## src/rtl/seq_add_controller.sv

```systemverilog
// Multi-cycle adder/subtractor: adds one CHUNK-bit slice per cycle using a
// two-level carry-lookahead slice adder, with valid/ready handshakes on
// both the operation and the result side.
//
// state | meaning
// IDLE  | waiting for an operation, in_ready high
// RUN   | adding slice idx_q of the captured operands
// DONE  | result held on sum/c_out/overflow until out_ready
module seq_add_controller #(
    parameter int WIDTH = 32,
    parameter int CHUNK = 8
) (
    input  logic             clk,
    input  logic             rst,
    input  logic             in_valid,
    output logic             in_ready,
    input  logic [WIDTH-1:0] a,
    input  logic [WIDTH-1:0] b,
    input  logic             c_in,
    input  logic             sub,
    output logic             out_valid,
    input  logic             out_ready,
    output logic [WIDTH-1:0] sum,
    output logic             c_out,
    output logic             overflow,
    output logic             busy
);

    localparam int N  = WIDTH / CHUNK;
    localparam int IW = (N > 1) ? $clog2(N) : 1;
    localparam int NG = (CHUNK + 3) / 4;
    localparam logic [IW-1:0] LAST_IDX = IW'(N - 1);

    typedef enum logic [1:0] {IDLE, RUN, DONE} state_t;

    state_t           state_q, state_d;
    logic [IW-1:0]    idx_q;
    logic             carry_q;
    logic [WIDTH-1:0] a_q, b_q, sum_q;
    logic             c_out_q, ovf_q;
    logic [CHUNK-1:0] chunk_sum;
    logic             chunk_cout, chunk_msb_cin;
    logic             accept, last_chunk;

    assign in_ready   = (state_q == IDLE) && !rst;
    assign out_valid  = (state_q == DONE);
    assign busy       = (state_q == RUN);
    assign accept     = in_valid && in_ready;
    assign last_chunk = (idx_q == LAST_IDX);
    assign sum        = sum_q;
    assign c_out      = c_out_q;
    assign overflow   = ovf_q;

    // State register.
    always_ff @(posedge clk or posedge rst) begin
        if (rst) state_q <= IDLE;
        else     state_q <= state_d;
    end

    // Next-state logic.
    always_comb begin
        state_d = state_q;
        case (state_q)
            IDLE:    if (accept)     state_d = RUN;
            RUN:     if (last_chunk) state_d = DONE;
            DONE:    if (out_ready)  state_d = IDLE;
            default:                 state_d = IDLE;
        endcase
    end

    // Slice adder: 4-bit groups, group carries expanded as flat lookahead
    // terms so no carry ripples from one group to the next.
    always_comb begin : cla
        logic [CHUNK-1:0] ca, cb, p, g, bc;
        logic [NG-1:0]    gp, gg;
        logic [NG:0]      gc;
        logic             term;
        ca   = a_q[int'(idx_q)*CHUNK +: CHUNK];
        cb   = b_q[int'(idx_q)*CHUNK +: CHUNK];
        p    = ca ^ cb;
        g    = ca & cb;
        gp   = '0;
        gg   = '0;
        gc   = '0;
        bc   = '0;
        term = 1'b0;
        for (int j = 0; j < NG; j++) begin
            gp[j] = 1'b1;
            gg[j] = 1'b0;
            for (int k = 4*j; k < 4*j + 4; k++) begin
                if (k < CHUNK) begin
                    gg[j] = g[k] | (p[k] & gg[j]);
                    gp[j] = gp[j] & p[k];
                end
            end
        end
        gc[0] = carry_q;
        for (int j = 1; j <= NG; j++) begin
            term = carry_q;
            for (int m = 0; m < j; m++) term = term & gp[m];
            gc[j] = term;
            for (int k = 0; k < j; k++) begin
                term = gg[k];
                for (int m = k + 1; m < j; m++) term = term & gp[m];
                gc[j] = gc[j] | term;
            end
        end
        for (int j = 0; j < NG; j++) bc[4*j] = gc[j];
        for (int k = 0; k < CHUNK - 1; k++) begin
            if (((k + 1) % 4) != 0) bc[k+1] = g[k] | (p[k] & bc[k]);
        end
        chunk_sum     = p ^ bc;
        chunk_cout    = gc[NG];
        chunk_msb_cin = bc[CHUNK-1];
    end

    // Operand capture and per-slice accumulation; B is pre-inverted for subtract.
    always_ff @(posedge clk or posedge rst) begin
        if (rst) begin
            idx_q   <= '0;
            carry_q <= 1'b0;
            a_q     <= '0;
            b_q     <= '0;
            sum_q   <= '0;
            c_out_q <= 1'b0;
            ovf_q   <= 1'b0;
        end else if (state_q == IDLE) begin
            if (accept) begin
                a_q     <= a;
                b_q     <= b ^ {WIDTH{sub}};
                carry_q <= sub | c_in;
                idx_q   <= '0;
            end
        end else if (state_q == RUN) begin
            sum_q[int'(idx_q)*CHUNK +: CHUNK] <= chunk_sum;
            carry_q <= chunk_cout;
            if (last_chunk) begin
                c_out_q <= chunk_cout;
                ovf_q   <= chunk_msb_cin ^ chunk_cout;
            end else begin
                idx_q <= idx_q + 1'b1;
            end
        end
    end

endmodule

```

## config.mk

```make
export PLATFORM = sky130hd
export DESIGN_NAME = seq_add_controller
export DESIGN_NICKNAME = d
export VERILOG_FILES = /design/src/rtl/seq_add_controller.sv
export SDC_FILE = /design/constraint.sdc
export NUM_CORES = 1
export LEC_CHECK = 0
export BUFFER_PORTS_ARGS = -buffer_cell sky130_fd_sc_hd__buf_2
export CAP_MARGIN = 20
export CORE_MARGIN = 3
export CORE_UTILIZATION = 49
export DETAILED_ROUTE_END_ITERATION = 7
export GPL_TIMING_DRIVEN = 0
export PLACE_DENSITY = 0.72
export SLEW_MARGIN = 10
export SYNTH_ARGS = -nofsm -noshare
export SYNTH_HDL_FRONTEND = slang
export SYNTH_SLANG_ARGS = --single-unit
```

## constraint.sdc

```tcl
create_clock -name clk -period 3.87 [get_ports clk]
set_input_delay 0 -clock clk [delete_from_list [all_inputs] [get_ports clk]]
set_output_delay 0 -clock clk [all_outputs]
set_load 0.005 [all_outputs]
```

==> impl_metrics.py <==
metrics = {
    "setup_path": {
        "rr_endpoint": "overflow",
        "criticalPathCategory": "flop to flop",
        "worst_ep_arrival_time_ns": 4.05,
        "path_max_fanout": 10,
        "required_ns": 4.17,
        "crit_top_cell": "sky130_fd_sc_hd__fa_2",
        "crit_end": "overflow",
        "maximum_single_stage_delay_on_the_critical_path_ns": 0.57,
        "worst-r2r-setup-slack_ns": 0.11,
        "element_type_at_the_critical_path_end": "flop",
        "critical_path.startpoint_type": "flop",
        "cp_cell_sequence": "buf_12 > buf_12 > mux4_2 > ha_4 > and3_4 > a31oi_2 > and2_1 > fa_2 > fa_2 > fa_2 > or3_1 > a41oi_1",
        "worst_setup_path_startpoint": "idx_q[0]",
        "critical_path.slowest_cell": "sky130_fd_sc_hd__mux4_2",
        "crit-reg2reg-launch": "idx_q[0]",
        "worst_r2r_path_depth": 12,
    },
    "final_layout": {
        "synthToLayoutAreaGrowth_pct": 34.4,
        "nets": 767,
        "layout.cells.most_common_list": "sky130_fd_sc_hd__nand2_1 (134), sky130_fd_sc_hd__buf_2 (119), sky130_fd_sc_hd__dfrtp_1 (101)",
        "final_common_cell": "sky130_fd_sc_hd__nand2_1",
        "non_filler_cells_in_the_finished_layout": 815,
        "antennaDiodeCount": 0,
        "final_cell_area_mm2": 0.00668,
        "post_route_cells_drive_above_1_share_pct": 27.9,
    },
    "global_routing": {
        "gr-usage-all-layers_pct": 24.4,
        "antenna_found_initial": 0,
        "global_route_wire_length_before_repair_um": 21500,
        "grt_pass1_vias": 4315,
        "pin_count_of_the_biggest_net_entering_global_routing": 57,
        "overflow_left_after_global_routing": 0,
    },
    "yosys": {
        "synth-warning-count": 0,
        "syn_area_mm2": 0.00497,
        "ys_ff_latch": 103,
        "cell_type_with_the_highest_aggregate_area_in_the_netlist": "sky130_fd_sc_hd__dfrtp_1",
        "synth_simple_gate_area_share_pct": 15.4,
        "synth_area_in_compound_gates_pct": 9.47,
        "synth_edf_count": 0,
        "ys_seq_area_share_pct": 51.9,
        "syn_nets": 577,
        "ys_top_cells_by_area": "sky130_fd_sc_hd__dfrtp_1 (52%), sky130_fd_sc_hd__nand2_1 (10%), sky130_fd_sc_hd__mux4_2 (7.3%)",
        "fraction_of_synthesis_flops_using_an_asynchronous_set_or_reset_pin_pct": 100,
        "synth.distinct_cells": 37,
        "post_synth_mux_area_share_pct": 7.25,
        "average_footprint_of_a_synthesized_cell_um2": 10.2,
        "ys.flop_type": "sky130_fd_sc_hd__dfrtp_1",
        "synth_top_family_by_area": "simple AND/OR/NAND/NOR gates",
        "yosys.area_share.xor_xnor_pct": 5.99,
        "synth_fa_ha_area_share_pct": 5.94,
        "synthesis.instances": 487,
        "netlist.area_leader.share_pct": 51.9,
    },
    "power": {
        "powerDensity_mw_per_mm2": 834,
        "power.ir.vdd_worst_mv": 0.457,
        "leakagePower_uw": 0.00324,
    },
    "clocking": {
        "clk_latency_ns": 0.37,
        "cts-buffers-inserted": 9,
        "cts-root-buf": "sky130_fd_sc_hd__clkbuf_8",
        "clock_tree_from_tritoncts": "built",
        "tritoncts_num_sinks": 103,
        "path_clk_slew_ns": 0.10,
        "cts-htree-levels": 3,
        "clock_tree_buffer_depth": 2,
    },
    "hold_path": {
        "worst_min_delay_path_category": "primary input to flop",
        "worstHoldPathCells": 4,
    },
    "floorplan": {
        "rows": 36,
        "io-pin-count": 107,
        "starting_utilization_of_the_core_area_pct": 50.6,
        "die-height_um": 107,
        "floorplan.die_area_mm2": 0.0114,
        "die-width_um": 107,
        "fp.coreArea_mm2": 0.00982,
    },
    "timing": {
        "fin_worst_skew_ns": 0.0108,
        "fin_hold_ws_ns": 0.0900,
        "report.final.hold_viol_count": 0,
        "setup_ws_ns": 0.112,
        "rsz0062_at_grt": "false",
        "final-setup-viol-count": 0,
        "worst-slew-pin-transition_ns": 0.606,
        "maxSlewViolCount": 0,
        "final.min_clock_period_ns": 3.76,
        "max_frequency_mhz": 266,
        "fin_crit_sh_pct": 97.1,
        "worst_slew_margin_rel_pct": 59.6,
    },
    "routing": {
        "route.antenna.remaining_nets": 0,
        "drt_iter0_drc": 222,
        "via_per_inst": 5.21,
        "detail_route.drc_violations": 0,
        "first_pass_detailed_route_iteration_total": 5,
        "routed-via-count": 4250,
        "routed_wl_um": 13200,
        "avgRoutedWirePerCell_um": 16.2,
    },
    "place": {
        "globalplace.congestion": 0.817,
        "place_ws_ns": -0.376,
        "dp.cells": 726,
        "port-buffer-count": 105,
        "dpl.hpwl_um": 8850,
        "detailed_place.area_mm2": 0.00570,
    },
    "run_status": {
        "outcome": "complete, no violations",
    },
    "job": {
        "drv.max_cap_violation_count": 0,
    },
}
==> synth_stat cells (6+ instances only) <==
library cell / n
sky130_fd_sc_hd__inv_1: 15
sky130_fd_sc_hd__xnor2_1: 32
sky130_fd_sc_hd__dfrtp_1: 103
sky130_fd_sc_hd__a21oi_1: 36
sky130_fd_sc_hd__o21ai_0: 30
sky130_fd_sc_hd__fa_1: 6
sky130_fd_sc_hd__mux4_2: 16
sky130_fd_sc_hd__buf_2: 16
sky130_fd_sc_hd__nand2_1: 134
sky130_fd_sc_hd__nor2_1: 38
sky130_fd_sc_hd__ha_1: 14
sky130_fd_sc_hd__o21ai_2: 8
==> power by group <==
group | internal (uW) | leakage [uW] | switching, uW | total [uW]
Clock | 269 | 0.0000997 | 402 | 671
Sequential | 1530 | 0.00127 | 267 | 1790
Combinational | 1380 | 0.00187 | 1720 | 3110
==> sequential cells by signal, summed over array words and instances (netlist names) <==
register and flops:
sum 32, a_q 32, b_q 32, carry_q 1
idx_q 2, c_out 1, overflow 1, state_q 2
==> per-layer routing <==
| layer | routed length, um | track usage (%) |
|---|---|---|
| met1 | 5360 | 31.4 |
| met2 | 6750 | 41.9 |
| met3 | 764 | 3.97 |
| met4 | 288 | 8.68 |
| met5 | 0 | 0 |
==> worst min-delay path by stage <==
stage	from	endpoint	slack [ns]
after global routing	c_in	carry_q	0.12
after global placement	out_ready	state_q[1]	0.18
after floorplan	rst	in_ready	0.04
final	in_valid	a_q[31]	0.09
after detailed placement	rst	c_out	0.15
after CTS	in_valid	a_q[30]	0.08
==> worst max-delay path: cells and delay by family, from the launching register on <==
kind	cells	cell delay (ns)
buffers and inverters	2	0.26
and+or+nand+nor	3	0.74
AOI/OAI and AO/OA	2	0.31
muxes	1	0.57
DFF	1	0.41
adders and majority gates	4	1.38
==> repair_timing <==
item,in CTS,in global routing
gates resized for setup,12,4
hold buffers,66,0
buffers inserted,5,2
endpoints found under the hold margin,112,0
endpoints found under the setup margin,9,4
pin swaps,0,3
==> cell families (layout without fill, tap and decap cells) <==
logic type | Yosys count | in the layout
XOR/XNOR | 34 | 34
adder cells (fa/ha/maj) | 20 | 20
buffers and inverters | 42 | 237
multiplexers | 16 | 16
flip-flops | 103 | 103
AND/OR/NAND/NOR | 189 | 189
AO/OA/AOI/OAI | 83 | 83
==> through the flow <==
step / total power [uW] / TNS (ns) / utilization (%)
6_report: 5570 / 0 / 68.0
5_1_grt: 6030 / 0 / 68.0
4_1_cts: 5470 / 0 / 67.7
3_5_place_dp: 4590 / -2.20 / 58.0
3_3_place_gp: 4430 / -1.33 / 57.7
2_1_floorplan: 3700 / 0 / -
==> layout make-up <==
cell class / count / area (um2)
fillers: 764 / 3140
flip-flops and latches: 103 / 2580
multi-input cells: 342 / 2230
repair buffers: 179 / 1270
plain buffers: 25 / 170
well taps: 133 / 166
clock buffers: 10 / 138
inverters: 17 / 67.6
clock inverters: 6 / 63.8
Note: power is estimated with default switching activity, not from simulation.
